**src/rtl/reg_file_pkg.sv**
```systemverilog
// Shared constants and helpers for the register file slice.
// Default geometry plus the occupancy-count width function.
package reg_file_pkg;

    localparam int DEF_WIDTH = 12;
    localparam int DEF_DEPTH = 8;

    // Bits needed to hold a count from 0 up to depth inclusive.
    function automatic int cnt_w(input int depth);
        return $clog2(depth + 1);
    endfunction

endpackage

```
**src/rtl/reg_file_entry.sv**
```systemverilog
// One storage word plus its written flag.
// Clear beats load; reset is asynchronous.
module reg_file_entry
    import reg_file_pkg::*;
#(
    parameter int WIDTH = DEF_WIDTH
) (
    input  logic             clk,
    input  logic             rst_n,
    input  logic             clr,
    input  logic             ld,
    input  logic [WIDTH-1:0] d,
    output logic [WIDTH-1:0] q,
    output logic             vld
);

    // Word and flag: clear wipes both, load captures and marks written.
    always_ff @(posedge clk or negedge rst_n) begin
        if (!rst_n) begin
            q   <= '0;
            vld <= 1'b0;
        end else if (clr) begin
            q   <= '0;
            vld <= 1'b0;
        end else if (ld) begin
            q   <= d;
            vld <= 1'b1;
        end
    end

endmodule

```
**src/rtl/reg_file_nbit.sv**
```systemverilog
// Register file: one write port, two registered read ports,
// per-entry written flags and an occupancy count.
module reg_file_nbit
    import reg_file_pkg::*;
#(
    parameter int WIDTH  = DEF_WIDTH,
    parameter int DEPTH  = DEF_DEPTH,
    parameter bit BYPASS = 1'b1,
    localparam int ADDR_W = $clog2(DEPTH),
    localparam int CNT_W  = cnt_w(DEPTH)
) (
    input  logic              clk,
    input  logic              rst_n,
    input  logic              clr,
    input  logic              ld,
    input  logic [ADDR_W-1:0] wr_addr,
    input  logic [WIDTH-1:0]  wr_data,
    input  logic              rd_en_a,
    input  logic              rd_en_b,
    input  logic [ADDR_W-1:0] rd_addr_a,
    input  logic [ADDR_W-1:0] rd_addr_b,
    output logic [WIDTH-1:0]  rd_data_a,
    output logic [WIDTH-1:0]  rd_data_b,
    output logic              rd_valid_a,
    output logic              rd_valid_b,
    output logic [DEPTH-1:0]  valid_mask,
    output logic [CNT_W-1:0]  count
);

    localparam logic [ADDR_W:0] DEPTH_V = (ADDR_W + 1)'(DEPTH);

    logic [WIDTH-1:0] mem [DEPTH];
    logic [DEPTH-1:0] ld_vec;
    logic             wr_ok;
    logic             wr_fire;
    logic             new_bit;
    logic [WIDTH-1:0] nxt_data_a;
    logic [WIDTH-1:0] nxt_data_b;
    logic             nxt_vld_a;
    logic             nxt_vld_b;

    assign wr_ok   = ({1'b0, wr_addr} < DEPTH_V);
    assign wr_fire = ld && !clr && wr_ok;

    // One-hot write decode; out-of-range addresses select nothing.
    always_comb begin
        ld_vec = '0;
        for (int i = 0; i < DEPTH; i++) begin
            ld_vec[i] = wr_fire && (wr_addr == ADDR_W'(i));
        end
    end

    // A write lands on a previously unwritten entry.
    assign new_bit = |(ld_vec & ~valid_mask);

    for (genvar g = 0; g < DEPTH; g++) begin : g_ent
        reg_file_entry #(
            .WIDTH (WIDTH)
        ) u_ent (
            .clk   (clk),
            .rst_n (rst_n),
            .clr   (clr),
            .ld    (ld_vec[g]),
            .d     (wr_data),
            .q     (mem[g]),
            .vld   (valid_mask[g])
        );
    end

    // Port A lookup: range check, storage, then same-edge write bypass.
    always_comb begin
        nxt_data_a = '0;
        nxt_vld_a  = 1'b0;
        if ({1'b0, rd_addr_a} < DEPTH_V) begin
            nxt_data_a = mem[rd_addr_a];
            nxt_vld_a  = valid_mask[rd_addr_a];
        end
        if (BYPASS && wr_fire && (wr_addr == rd_addr_a)) begin
            nxt_data_a = wr_data;
            nxt_vld_a  = 1'b1;
        end
    end

    // Port B lookup: same rules as port A.
    always_comb begin
        nxt_data_b = '0;
        nxt_vld_b  = 1'b0;
        if ({1'b0, rd_addr_b} < DEPTH_V) begin
            nxt_data_b = mem[rd_addr_b];
            nxt_vld_b  = valid_mask[rd_addr_b];
        end
        if (BYPASS && wr_fire && (wr_addr == rd_addr_b)) begin
            nxt_data_b = wr_data;
            nxt_vld_b  = 1'b1;
        end
    end

    // Read output registers capture only when enabled, else hold.
    always_ff @(posedge clk or negedge rst_n) begin
        if (!rst_n) begin
            rd_data_a  <= '0;
            rd_valid_a <= 1'b0;
            rd_data_b  <= '0;
            rd_valid_b <= 1'b0;
        end else begin
            if (rd_en_a) begin
                rd_data_a  <= nxt_data_a;
                rd_valid_a <= nxt_vld_a;
            end
            if (rd_en_b) begin
                rd_data_b  <= nxt_data_b;
                rd_valid_b <= nxt_vld_b;
            end
        end
    end

    // Occupancy tracks first writes only; rewrites leave it alone.
    always_ff @(posedge clk or negedge rst_n) begin
        if (!rst_n) begin
            count <= '0;
        end else if (clr) begin
            count <= '0;
        end else if (new_bit) begin
            count <= count + CNT_W'(1);
        end
    end

endmodule

```
**config.mk**
```make
export PLATFORM = sky130hd
export DESIGN_NAME = reg_file_nbit
export DESIGN_NICKNAME = d
export VERILOG_FILES = /design/src/rtl/reg_file_pkg.sv /design/src/rtl/reg_file_entry.sv /design/src/rtl/reg_file_nbit.sv
export SDC_FILE = /design/constraint.sdc
export NUM_CORES = 1
export LEC_CHECK = 0
export ABC_CLOCK_PERIOD_IN_PS = 1500
export CAP_MARGIN = 5
export CORE_MARGIN = 5
export CORE_UTILIZATION = 60
export CTS_BUF_LIST = sky130_fd_sc_hd__clkbuf_4
export CTS_CLUSTER_DIAMETER = 150
export DETAILED_ROUTE_END_ITERATION = 8
export DONT_BUFFER_PORTS = 1
export GPL_ROUTABILITY_DRIVEN = 0
export MAX_ROUTING_LAYER = met4
export PLACE_DENSITY = 0.79
export SYNTH_ARGS = -nofsm -noshare
export SYNTH_HDL_FRONTEND = slang
export SYNTH_SLANG_ARGS = --single-unit
export TNS_END_PERCENT = 50
```
**constraint.sdc**
```tcl
create_clock -name clk -period 1.5 [get_ports clk]
set_input_delay 0.075 -clock clk [delete_from_list [all_inputs] [get_ports clk]]
set_output_delay 0.075 -clock clk [all_outputs]
set_load 0.1 [all_outputs]
```
Yosys cells after proc, flatten, opt, wreduce, memory -nomap -nowiden --
Index checks and enable logic that the tools add are counted.
Word-level totals: register bits after elaboration 134, latch bits 0, RAM bits 0, bits in read-only memories 0, bits of input ports 27, output and inout port bits 38, word-level logic and storage cells 110, memories 0
Cells by class: add/subtract/negate cells 1, multipliers 0, div/mod/pow operators 0, order comparisons 4, equal/unequal tests 9, shifts and indexed selects 0, muxes and demuxes 48, bitwise logic cells 4, reduce and logical (&&, ||, !) cells 23
Operator list (count):
- two-way mux 12 bit | 22
- binary-select mux 12 bit (select 3 bit) | 2
- two-way mux 1 bit | 20
- nonzero test 2 bit | 9
- == test 3 bit, second input constant | 4
- logical AND 1 bit | 11
- bitwise AND 8 bit | 1
- >= comparator 4 bit, second input constant | 2
- < comparator 3 x 4 -> 1 bit, second input constant | 2
- two-way mux 4 bit | 2
- inverter 3 -> 4 bit | 2
- inverter 8 bit | 1
- OR reduction 8 bit | 1
- binary-select mux 1 bit (select 3 bit) | 2
- == test 3 x 2 -> 1 bit, second input constant | 2
- == test 3 bit | 2
- adder 4 x 1 -> 4 bit, second input constant | 1
- == test 3 x 1 -> 1 bit, second input constant | 1
- logical NOT 3 bit | 1
- logical NOT 1 bit | 1

Longest topological paths before layout --
Gate-level depths: netlist (run 1).
depth after elaboration 7, mapped depth 7, depth with buffers taken out 4

Hierarchy --
From an unflattened synthesis (run 1), not the netlist that was laid out.
Unflattened totals: cells, all modules 579, area, all modules 7526.0 um^2
Modules (own cells, without submodules):
- reg_file_entry | times used 8, cells an instance 42, area each 534.3 um^2, sequential area each 325.3 um^2
- reg_file_nbit | times used 1, cells an instance 243, area each 3251.9 um^2, sequential area each 750.7 um^2

Worst setup path after synthesis (run 1) --
No wires, ideal clock.
path type register -> register, start point register count[0], end point register count[2], library setup time 128 ps, arrival 1564 ps, required time 1372 ps, path slack -191 ps, cell stages (with the launch flop) 4, path buffers 0, period minus slack after synthesis 1691 ps, cells stage by stage dfrtp_1 > ha_1 > o21ai_1 > mux2_1
Between the ends: longest elaborated chain between the ends 3
RTL lines:
- start, declared | line reg_file_nbit.sv:27 | output logic [CNT_W-1:0] count
- start signal, assigned | line reg_file_nbit.sv:124 | count <= count + CNT_W'(1);
- adder 4 x 1 -> 4 bit | line reg_file_nbit.sv:124
- two-way mux 4 bit | line reg_file_nbit.sv:123 | end else if (new_bit) begin
- two-way mux 4 bit | line reg_file_nbit.sv:121 | end else if (clr) begin
Every way passes these cells. The select of a mux whose other input is x is not followed. A chain may end at the register's enable or synchronous reset.

Worst setup path in the final report (run 1) --
start point input port clr, end point register g_ent[3].u_ent.q[0]
Between the ends: longest elaborated chain between the ends 4, elaborated cells between the ends (all ways) 5, those cells by class mux: 1; reduce/logical: 4
RTL lines:
- start, declared | line reg_file_nbit.sv:14 | input logic clr,
- logical NOT 1 bit | line reg_file_nbit.sv:43 | assign wr_fire = ld && !clr && wr_ok;
- logical AND 1 bit | line reg_file_nbit.sv:43
- logical AND 1 bit | line reg_file_nbit.sv:49 | ld_vec[i] = wr_fire && (wr_addr == ADDR_W'(i));
- nonzero test 2 bit (no line)
- end signal, assigned | line reg_file_entry.sv:20 | q <= '0;
- end signal, assigned | line reg_file_entry.sv:23 | q <= '0;
- end signal, assigned | line reg_file_entry.sv:26 | q <= d;
- end, declared | line reg_file_entry.sv:13 | output logic [WIDTH-1:0] q,
Several ways; a longest one is shown, not always the timed one.

==> results of run 1 <==
## sequential cells by signal (all words and copies together), names as in the netlist
name,cells
rd_valid_b,1
rd_data_b,12
g_ent.u_ent.vld,8
g_ent.u_ent.q,96
rd_valid_a,1
count,4
rd_data_a,12
## timing repair
action,in CTS,in global routing
endpoints found under the setup margin,0,13
hold buffers,80,5
resized for setup,0,16
endpoints found under the hold margin,268,149
buffers inserted,0,2
## cells by family (layout without fill, tap and decap cells)
kind of cell | after synthesis | in the layout | share of synthesized area (%)
xor+xnor | 6 | 6 | 0.712
buf+inv | 74 | 176 | 5.48
other cells | 0 | 1 | 0
simple gates | 190 | 190 | 11.9
fa+ha+maj | 1 | 1 | 0.170
mux | 144 | 144 | 28.4
compound gates | 105 | 105 | 7.84
flops | 134 | 134 | 45.5
## worst min path at each step
stage,startpoint,slack (ns),depth (start not counted),endpoint
floorplan,rst_n,-0.22,0,count[0]
global route,rst_n,-0.85,0,g_ent[0].u_ent.q[1]
global placement,rst_n,-0.21,0,count[0]
detailed placement,rst_n,-0.22,0,count[3]
finish,rst_n,-0.80,0,g_ent[4].u_ent.q[1]
CTS,rst_n,-0.80,0,g_ent[4].u_ent.q[1]
## cell type report
cell class                      count  area share [%]
Timing Repair Buffer              141            15.5
Antenna cell                        1          0.0283
Clock inverter                     12           0.990
Inverter                            3           0.127
Sequential cell                   134            38.0
Clock buffer                       20            1.70
Multi-Input combinational cell    446            41.6
Tap cell                          147            2.08
## per-layer routing
metal | share of wire (%) | up-vias | GRT usage (%) | wire length (µm)
li1 | - | 2492 | - | -
met1 | 35 | 3080 | 41.8 | 8270
met2 | 47 | 551 | 50.5 | 11200
met3 | 13 | 133 | 9.23 | 3050
met4 | 5.4 | 0 | 15.4 | 1290
met5 | 0 | - | - | 0
## cells in the mapped netlist, types with 2 or more instances
cell type  count
nand2_1       75
o21ai_1        7
mux2i_1       88
and2b_1        2
a21o_1         6
buf_2         22
nor2b_2        2
o22a_1         2
nor2b_1       27
and3_1         2
nand3_1        5
a21oi_1       62
nor2_1        64
inv_1          3
clkbuf_1      22
a21bo_2        2
buf_4         20
a32oi_1        2
buf_1          5
nand3b_1       2
a32o_1         2
mux2_2         2
dfrtp_1      134
mux4_2        52
o21ai_0       21
nor3_1         4
mux2_1         2
xor2_1         6
## power groups by stage
stage                     clock network (mW)  logic [mW]  registers (mW)
after floorplan                            0       0.560            4.04
after global placement                     0       0.738            3.80
after global routing                    2.38        1.08            3.75
final                                   2.18        1.05            3.74
after CTS                               2.14       0.991            3.74
after detailed placement                   0       0.750            3.81
## stage by stage
step	hold WS (ns)	power (mW)	TNS, ns	cell area, µm²
after detailed placement	-0.215	4.56	0	7630
after floorplan	-0.221	4.60	-0.165	7380
after global routing	-0.853	7.21	-0.182	8840
final	-0.796	6.98	-0.582	8840
after CTS	-0.798	6.86	0	8720
after global placement	-0.215	4.54	0	7630
==> reports/results.txt, run 1 <==
The count of buffers added on input and output ports is 0. Clock-pin slew was measured on the worst setup and hold paths at 0.13 ns. Summing every instance area after synthesis gives 0.00738 mm².

Number of iterations in the first detailed-routing pass: 6. The tools report the number of global-route vias before repair as 6265. The clock insertion delay at the later pin of the skew report is 0.56 ns, and the worst vdd rail ir drop is 449 µV.

Wires add up to 23.8 mm. The portion of total power attributed to the clock network came out at 31.3%. In the routed design, unresolved DRC markers number 0. The minimum setup slack after placement was 0.0235 ns. In this run the critical register-to-register path is captured at count[3].

The post-detailed-route via-to-cell ratio was 6.92. The number of top-level pins was 65. In this run, the number of DRC markers left after iteration 0 of detailed routing was 1127. Most instantiated flip-flop cell in the synthesis netlist: dfrtp_1. The signal on the critical path passes through buf_16, nor3_2, dlygate4sd3_1, buf_6, nand2_1, a21oi_1, dlygate4sd3_1. At the worst endpoint, the arrival time is 2.14 ns.

CTS built an H-tree with a depth of 4. After synthesis the netlist holds a flip-flop and latch count of 134. The run gives 0.0120 mm² as the area of the placeable core. The type of the tightest min-delay check is in2async. Ranked by total cell area, the synthesized netlist is headed by dfrtp_1 45%, mux4_2 16%, mux2i_1 12%. The run finished, with violations left. The tools report the critical path endpoint category as a register.

The cell that appears most often on the critical path is dlygate4sd3_1. The internal power of the cells totals 4.90 mW. Dividing the final minimum period by the clock period gives 110%. No sink is reached through more buffers than the 2 on the longest clock path. After global routing the overflow that remains totals 0. Between clock sinks in the finished design, the worst skew comes to 0.0161 ns.

The logs give 15 for the setup-violating endpoint count in the final report and -0.796 ns for the worst hold-check slack. The tools report the source of the worst register-to-register timing path as g_ent[5].u_ent.vld. For this run, the register share of the synthesized area comes to 45.5%. For this run, the total global-route usage over all layers was measured as 33.2%. From bottom edge to top edge, the die measures 121 µm. The overall die area was 0.0146 mm². In this design, the stage delay of the slowest critical-path cell is 0.61 ns. The tools report the sequential cell fraction of total power as 53.6%.

STA puts the critical path data required time at 1.99 ns. Leaving out fill and tap cells, the most frequent cell in the layout is dfrtp_1. STA classifies the critical path startpoint as a primary input.

Setup repair after global routing could not meet its margin everywhere. Cells fill 73.6% of the core in the end. In this run, synthesis inferred 0 flip-flops with an integrated enable. The top cell type's share of synthesized area works out to 45.5%. The number of warnings reported in the yosys synthesis log was 0.

TritonCTS built the clock tree. Counting distinct cell types in the post-synthesis netlist gives 39. In this run the worst path has a maximum fanout of 39. The share of final-layout standard cells stronger than drive strength 1 is 22.1%. At the pin with the least slew margin, the transition time is 1.10 ns.

The run gives 701 as the number of filler cells placed in the layout. The total power density per cell area came out at 790 mW/mm². For the starting density of the core, the log shows 61.4%. Summed over all nets, the switching power comes to 2.08 mW. The signed area change from the synthesized netlist to the final layout is 19.9%, and the worst path buffer plus inverter count is 4. Following the worst setup path forward leads to its endpoint at g_ent[3].u_ent.q[0]. The post-layout minimum cycle time came out at 1.66 ns. Max-cap violations in this run came to 0. The multi-input combinational cell area came out at 0.00368 mm². The startpoint-to-endpoint class of the critical path was in2reg. For this run, the top clock speed supported by timing is 604 MHz.

The tools report the wire length of the first global-routing pass as 35.6 mm. For this run, asynchronously set or reset flops after synthesis account for 100%. Leaving out fill and tap cells, the most frequent cells in the layout are 130 x dfrtp_1, 84 x mux2i_1, 79 x dlygate4sd3_1. The final cell count without fillers was 904. The final reports fail on negative hold slack, negative setup slack. Synthesis produced a netlist with a net count of 682. Each instance of the synthesized netlist takes up on average 11.3 µm². The detail route stage leaves a number of antenna-violating nets equal to 0. After detailed routing, the average wire length per cell comes to 26.3 µm.

The tools report the initial antenna violation count as 0. The number of standard cells after synthesis was 654. The floorplan row count came out at 40. Combinational logic burns 15.1% of the power.

For this design the static power due to leakage is 4.12 nW. The run gives 141 as the final number of hold-violating endpoints. The count of cell instances traversed by the critical path works out to 7. The smallest setup slack after layout is -0.156 ns, and the estimated wirelength of the detail-placed design is 12.2 mm.

The number of clock buffers added by TritonCTS is 17. The worst register-to-register path has a setup slack of -0.03 ns. The tools report the count of placed standard cells including taps as 785. The register area is 0.00336 mm², and the die width is 121 µm.

After the last flow step, the layout net total stands at 771. The cell sitting at the root of the clock tree is a clkbuf_4. For the worst flop-to-flop path, the logic depth is 4. Count of pins over their slew limit: 0. The cell family contributing the most delay on the critical path is buffers and inverters. Measured against its own limit, the worst slew margin works out to 26.4%. Library cell occupying the most area in the post-synthesis netlist: dfrtp_1. The largest net degree at the start of global routing was 135; the detailed-route via count was 6256. Tracing the worst setup path back leads to its startpoint at clr. In this run switching power makes up 29.8% of total power. The largest individual stage delay along the critical path comes from the cell dlygate4sd3_1.

CTS saw 134 sinks.
No activity file was read; power rests on OpenSTA's default activity.
==> run 2, diff against run 1 <==
REMOVE_ABC_BUFFERS = 1   (was not set)
==> run 2 against run 1 <==
Compared with the run above: the run still ends with negative hold slack, negative setup slack left; cell area grew 0.31%; die area unchanged; total power grew 1.4%; global-route usage decreased by 0.16 points; final cell count grew 0.66%; sequential cell count is the same; non-clock buffer count rose by 8; register-to-register slack about the same; via count shrank 5.0%; critical path depth decreased by 4; utilization rose by 0.23 points; critical path type unchanged; largest power group unchanged.
==> reports/results.txt, run 2 (synthesized netlist as in run 1, its figures left out) <==
The run finished, with violations left. Violations in the final reports: negative hold slack, negative setup slack (unchanged). The share of final-layout standard cells stronger than drive strength 1 is 21.2% (was 22.1%), and the number of global-route vias before repair is 6156 (was 6265). The maximum level of the CTS H-tree came out at 4 (unchanged). The worst path buffer plus inverter count came out at 1 (was 4). The startpoint type of the worst setup path is a primary input (unchanged). For the max capacitance violation total, the log shows 0 (unchanged).

The sequential cell fraction of total power came out at 52.8% (was 53.6%). Worst hold-check slack: -0.827 ns (was -0.796 ns). The startpoint-to-endpoint class of the critical path was in2reg (unchanged). The flip-flop count of the largest register after layout was 96 (unchanged); the number of antenna cells inserted was 0 (was 1). The die width is 121 µm (unchanged). Largest registers ranked by flip-flop count: g_ent.u_ent.q (96), rd_data_a (12), rd_data_b (12) (unchanged). The run gives 34.9 mm (was 35.6 mm) as the wire length of the first global-routing pass. The net switching power of the design is 2.04 mW (was 2.08 mW).

The tools report the final number of hold-violating endpoints as 157 (was 141). The top register by number of flip-flops is g_ent.u_ent.q (unchanged). The total DRC errors in the routed layout was 0 (unchanged); the remaining number of nets flagged by the antenna check after routing was 0 (unchanged). The logs give 134 (unchanged) for the clock sink count and 2.00 ns (was 2.14 ns) for the arrival time of the worst setup path. The post-layout minimum cycle time came out at 1.55 ns (was 1.66 ns). The biggest cell delay along the critical path is 1.34 ns (was 0.61 ns). The tools report the critical path endpoint category as a register (unchanged). The tools report the minimum setup slack after placement as 0.0533 ns (was 0.0235 ns). The run gives 0.0146 mm² (unchanged) as the overall die area. The worst vdd rail ir drop was 608 µV (was 449 µV). The count of pins over their slew limit was 0 (unchanged). The mean routed wirelength per cell works out to 24.6 µm (was 26.3 µm). Ordered list of cells on the worst path: dlygate4sd3_1, mux2_2, o22a_1 (was buf_16, nor3_2, dlygate4sd3_1, buf_6, nand2_1, a21oi_1, dlygate4sd3_1). The floorplan row count is 40 (unchanged).

The total power density per cell area is 798 mW/mm² (was 790 mW/mm²), and the clock insertion delay at the later pin of the skew report is 0.58 ns (was 0.56 ns). The clock slew at the register clock pins of the worst setup and hold paths is 0.13 ns (about the same). For the portion of total power attributed to the clock network, the log shows 32.4% (was 31.3%). CTS buffer count: 17 (unchanged). Global-route congestion overflow total: 0 (unchanged). The starting density of the core is 61.4% (unchanged). The tools report the leakage power as 4.13 nW (was 4.12 nW). Worst-path cell with the longest stage delay: dlygate4sd3_1 (unchanged). The tools report the clock root buffer as clkbuf_4 (unchanged). The number of iterations in the first detailed-routing pass is 5 (was 6), and the initial antenna violation count is 0 (unchanged). The net switching fraction of the power is 28.8% (was 29.8%), and the routed wire length is 22.3 mm (was 23.8 mm).

The setup-violating endpoint count in the final report came out at 3 (was 15). The transition at the pin with the smallest max-transition slack came out at 1.24 ns (was 1.10 ns). Type of the tightest min-delay check: in2async (unchanged).

Highest-count cells in the layout ignoring fill and taps: 133 x dfrtp_1, 86 x mux2i_1, 84 x dlygate4sd3_1 (was 130 x dfrtp_1, 84 x mux2i_1, 79 x dlygate4sd3_1). The post-layout instance area was 0.00887 mm² (was 0.00884 mm²); the cell internal power dissipation was 5.04 mW (was 4.90 mW). The largest buffer count on any clock path came out at 2 (unchanged).

The final period utilization is 103% (was 110%). The global-route total usage across every layer came out at 33.1% (was 33.2%). The area of the placeable core is 0.0120 mm² (unchanged). The number of top-level pins was 65 (unchanged). The post-detailed-route via-to-cell ratio is 6.53 (was 6.92). TritonCTS built the clock tree. The tools report the worst clock skew on the final layout as 0.0248 ns (was 0.0161 ns). The largest net degree at the start of global routing is 135 (unchanged), and the estimated wirelength of the detail-placed design is 11.4 mm (was 12.2 mm). The highest fanout seen on the critical path works out to 13 (was 39). For the number of DRC markers in iteration 0, the log shows 701 (was 1127).

The tools report the smallest setup slack after layout as -0.0450 ns (was -0.156 ns). Placed cell area: 0.00763 mm² (about the same). The tools report the number of nets in the layout as 779 (was 771). Setup repair after global routing could not meet its margin everywhere. Most common library cell in the layout ignoring fill and taps: dfrtp_1 (unchanged).

The die height is 121 µm (unchanged), and the detailed-route via count is 5946 (was 6256). For the worst slew slack as a fraction of its limit, the log shows 17.4% (was 26.4%). The tools report the fraction of power consumed by combinational cells as 14.7% (was 15.1%). The data required time at the worst endpoint was 1.95 ns (was 1.99 ns); the signed area change from the synthesized netlist to the final layout was 20.3% (was 19.9%).

The number of port buffers is 0 (unchanged), and the maximum operating frequency is 647 MHz (was 604 MHz). The cell family contributing the most delay on the critical path is buffers and inverters (unchanged).
[run 2: layout make-up]
| cell class | instances | area, µm² |
|---|---|---|
| multi-input combinational | 446 | 3650 |
| sequential | 134 | 3350 |
| fill | 792 | 3140 |
| timing repair buffer | 149 | 1420 |
| tap | 147 | 184 |
| clock buffer | 19 | 143 |
| clock inverter | 12 | 113 |
| inverter | 3 | 11.3 |
[run 2: worst register-to-register path: stages, from the launching register on]
cell,delay [ns]
dfrtp_1,0.45
mux2i_2,0.23
a32oi_2,0.15
a21oi_1,0.21
mux2_1,0.37
[run 2: metal layers]
layer	up-vias	wire length, µm	global-route usage [%]	share of wire [%]
met1	2939	8080	41.9	36
met4	0	1040	15.9	4.6
met5	-	0	-	0
met2	405	10400	49.2	47
met3	94	2820	9.88	13
li1	2508	-	-	-
[run 2: worst paths after layout]
check	to	start	slack (ns)	cells after the start
worst max-delay path	rd_valid_b	rd_addr_b[2]	-0.05	3
worst min-delay path	rd_valid_a	rst_n	-0.83	0
worst max register to register	count[3]	g_ent[1].u_ent.vld	-0.02	4
worst min register to register	rd_valid_b	rd_valid_b	0.51	1
max in group asynchronous	g_ent[5].u_ent.vld	rst_n	1.97	0
min in group clk	rd_data_a[1]	rd_addr_a[0]	-0.08	3
[run 2: per-stage QoR]
| step | utilization [%] | TNS [ns] | std cells | power [mW] |
|---|---|---|---|---|
| 5_1_grt | 73.9 | -0.136 | 910 | 7.32 |
| 6_report | 73.9 | -0.0860 | 910 | 7.08 |
| 3_3_place_gp | 63.5 | 0 | 789 | 4.54 |
| 2_1_floorplan | - | -2.75 | 583 | 4.39 |
| 4_1_cts | 73.4 | 0 | 908 | 7.04 |
| 3_5_place_dp | 63.5 | 0 | 789 | 4.56 |
[run 2: power groups by stage]
stage / combinational, mW / sequential (mW) / clock, mW
final: 1.04 / 3.74 / 2.30
after global routing: 1.07 / 3.75 / 2.50
after CTS: 1.01 / 3.73 / 2.30
after detailed placement: 0.752 / 3.80 / 0
after global placement: 0.742 / 3.80 / 0
after floorplan: 0.297 / 4.09 / 0
[run 2: what timing repair did]
action / 4_1_cts / 5_1_grt
hold buffers: 88 / 1
setup buffers: 0 / 2
resized for setup: 0 / 9
endpoints found under the hold margin: 268 / 157
setup endpoints to repair: 0 / 12
==> run 3, diff against run 2 <==
PLACE_DENSITY = 0.91   (was 0.79)
==> run 3 against run 2 <==
Compared with the run above: the flow still finishes with violations (negative hold slack, negative setup slack); sequential power barely moved; global-route usage rose by 4.2 points; setup slack got worse by 0.11 ns; register-to-register slack worse by 0.13 ns; critical endpoint is now g_ent[0].u_ent.q[2]; largest cell class unchanged; largest power group unchanged; highest routed layer unchanged.
==> reports/results.txt, run 3 (synthesized netlist as in run 1, its figures left out) <==
The transition at the pin with the smallest max-transition slack was 1.23 ns (was 1.24 ns). The top register by number of flip-flops was g_ent.u_ent.q (unchanged). The tools report the total power after layout as 7.01 mW (was 7.08 mW).

Number of top-level pins: 65 (unchanged). For the setup-violating endpoint count in the final report, the log shows 8 (was 3). For the number of global-route vias before repair, the log shows 6911 (was 6156). The die width works out to 121 µm (unchanged). The setup slack of the most critical reg-to-reg path is -0.15 ns (was -0.02 ns).

The run gives 780 (was 779) as the number of nets in the layout. The startpoint-to-endpoint class of the critical path was in2reg (unchanged). The logs give 0 (unchanged) for the max capacitance violation total and 4.18 nW (was 4.13 nW) for the leakage power. The maximum operating frequency is 605 MHz (was 647 MHz). The clock root buffer was clkbuf_4 (unchanged).

Worst-path cell with the longest stage delay: dlygate4sd3_1 (unchanged). The run gives 0 (unchanged) as the total DRC errors in the routed layout. The run gives 0 (unchanged) as the count of pins over their slew limit. The worst vdd rail ir drop came out at 372 µV (was 608 µV). The share of final-layout standard cells stronger than drive strength 1 was 22.7% (was 21.2%). Setup repair after global routing could not meet its margin everywhere. The tools report the data required time at the worst endpoint as 1.96 ns (was 1.95 ns). The tools report the startpoint type of the worst setup path as a primary input (unchanged). Highest-count cells in the layout ignoring fill and taps: 128 x dfrtp_1, 84 x dlygate4sd3_1, 82 x mux2i_1 (was 133 x dfrtp_1, 86 x mux2i_1, 84 x dlygate4sd3_1).

Most common library cell in the layout ignoring fill and taps: dfrtp_1 (unchanged). The flow ran to the end, but the final reports show violations. The number of DRC markers in iteration 0 is 1543 (was 701), and the highest fanout seen on the critical path is 53 (was 13).

The global-route total usage across every layer is 37.3% (was 33.1%), and the area of the placeable core is 0.0120 mm² (unchanged). The worst clock skew on the final layout is 0.0163 ns (was 0.0248 ns). The flip-flop count of the largest register after layout works out to 96 (unchanged). The number of filler cells placed in the layout was 639 (was 792). Smallest setup slack after layout: -0.152 ns (was -0.0450 ns). The final number of hold-violating endpoints is 138 (was 157), and the total power density per cell area is 785 mW/mm² (was 798 mW/mm²). The number of iterations in the first detailed-routing pass is 8 (was 5), and the largest buffer count on any clock path is 2 (unchanged). TritonCTS built the clock tree. The floorplan row count was 40 (unchanged). The clock slew at the register clock pins of the worst setup and hold paths was 0.11 ns (was 0.13 ns); the depth of the most critical reg-to-reg path was 3 (was 4).

The overall die area was 0.0146 mm² (unchanged). The remaining number of nets flagged by the antenna check after routing was 0 (unchanged); the number of port buffers was 0 (unchanged). The run gives -0.806 ns (was -0.827 ns) as the worst hold-check slack.

The critical path endpoint category was a register (unchanged). The global-route congestion overflow total was 0 (unchanged). Worst setup path endpoint: g_ent[0].u_ent.q[2] (was rd_valid_b).

The source of the worst register-to-register timing path was g_ent[3].u_ent.vld (was g_ent[1].u_ent.vld). The CTS buffer count is 17 (unchanged). Largest registers ranked by flip-flop count: g_ent.u_ent.q (96), rd_data_a (12), rd_data_b (12) (unchanged). The mean routed wirelength per cell came out at 30.2 µm (was 24.6 µm). The biggest cell delay along the critical path works out to 0.58 ns (was 1.34 ns).

The signed area change from the synthesized netlist to the final layout came out at 21.2% (was 20.3%). The tools report the register area as 0.00336 mm² (was 0.00335 mm²). The post-detailed-route via-to-cell ratio came out at 7.33 (was 6.53). The start point of the critical path is clr (was rd_addr_b[2]).

The final period utilization is 110% (was 103%), and the initial antenna violation count is 2 (was 0). Routed wire length: 27.5 mm (was 22.3 mm). The estimated wirelength of the detail-placed design came out at 12.4 mm (was 11.4 mm).

Detailed-route via count: 6673 (was 5946). The core utilization of the finished layout came out at 74.4% (was 73.9%). Type of the tightest min-delay check: in2async (unchanged). The worst slew slack as a fraction of its limit was 17.8% (was 17.4%); the maximum level of the CTS H-tree was 4 (unchanged).

The tools report the wire length of the first global-routing pass as 39.4 mm (was 34.9 mm). The largest net degree at the start of global routing was 135 (unchanged). Violations in the final reports: negative hold slack, negative setup slack (unchanged).

The cell family contributing the most delay on the critical path was buffers and inverters (unchanged). The starting density of the core is 61.4% (unchanged), and the multi-input combinational cell area is 0.00370 mm² (was 0.00365 mm²). Arrival time of the worst setup path: 2.11 ns (was 2.00 ns). Ordered list of cells on the worst path: buf_16, nor4b_4, and2b_2, buf_12, mux2i_4, nor2_1, dlygate4sd3_1 (was dlygate4sd3_1, mux2_2, o22a_1). Die height: 121 µm (unchanged).

The worst path buffer plus inverter count was 3 (was 1); the post-layout minimum cycle time was 1.65 ns (was 1.55 ns). The count of cell instances traversed by the critical path came out at 7 (was 3). Terminus of the critical flop-to-flop path: rd_valid_a (was count[3]). The clock sink count was 134 (unchanged); the clock insertion delay at the later pin of the skew report was 0.57 ns (was 0.58 ns).
run 3: cell types whose count changed in the layout (fill, tap and decap cells not counted), sizes merged:
cell          previous run  this run
clkinvlp                 2         0
clkbuf                  19        20
bufinv                   2         1
diode                    0         2
dlymetal6s4s             0         1
clkinv                   8         7
run 3: stage by stage:
step | setup WS [ns] | TNS (ns) | instance area, µm² | std cells
2_1_floorplan | -0.538 | -2.75 | 6980 | 583
3_3_place_gp | 0.0979 | 0 | 7650 | 788
3_5_place_dp | 0.0395 | 0 | 7650 | 788
4_1_cts | -0.0204 | -0.0204 | 8740 | 900
5_1_grt | -0.162 | -0.753 | 8940 | 910
6_report | -0.152 | -0.542 | 8940 | 910
run 3: repair_timing:
action | in CTS | in global routing
endpoints found under the setup margin | 1 | 11
resized for setup | 2 | 23
pin swaps | 0 | 2
endpoints found under the hold margin | 268 | 157
hold buffers | 84 | 7
cloned | 0 | 0
setup buffers | 0 | 1
run 3: power by group:
part           switching, mW  internal (mW)  total (mW)  leakage, nW
Sequential            0.0813           3.68        3.76         1.85
Clock                   1.32          0.814        2.13        0.129
Combinational          0.730          0.389        1.12         2.20
run 3: routing by layer:
layer	part of all wire (%)	global-route usage, %	vias to the layer above
met1	30	40.7	3139
met3	15	12.9	313
met4	10	30.0	0
met2	44	55.4	712
met5	0	-	-
li1	-	-	2509
run 3: worst min-delay path by stage:
stage	to	slack [ns]	cells after the start
detailed placement	g_ent[7].u_ent.q[8]	-0.22	0
finish	g_ent[7].u_ent.q[8]	-0.81	0
global route	rd_data_a[6]	-0.84	0
floorplan	count[0]	-0.22	0
global placement	g_ent[6].u_ent.q[8]	-0.21	0
CTS	g_ent[3].u_ent.q[8]	-0.81	0
run 3: area by class of cell:
cell class / count / share of cell area (%)
multi-input combinational: 446 / 41.4
timing repair buffer: 150 / 16.4
inverter: 3 / 0.126
sequential: 134 / 37.6
tap: 147 / 2.06
clock buffer: 20 / 1.68
antenna: 2 / 0.0560
clock inverter: 8 / 0.700
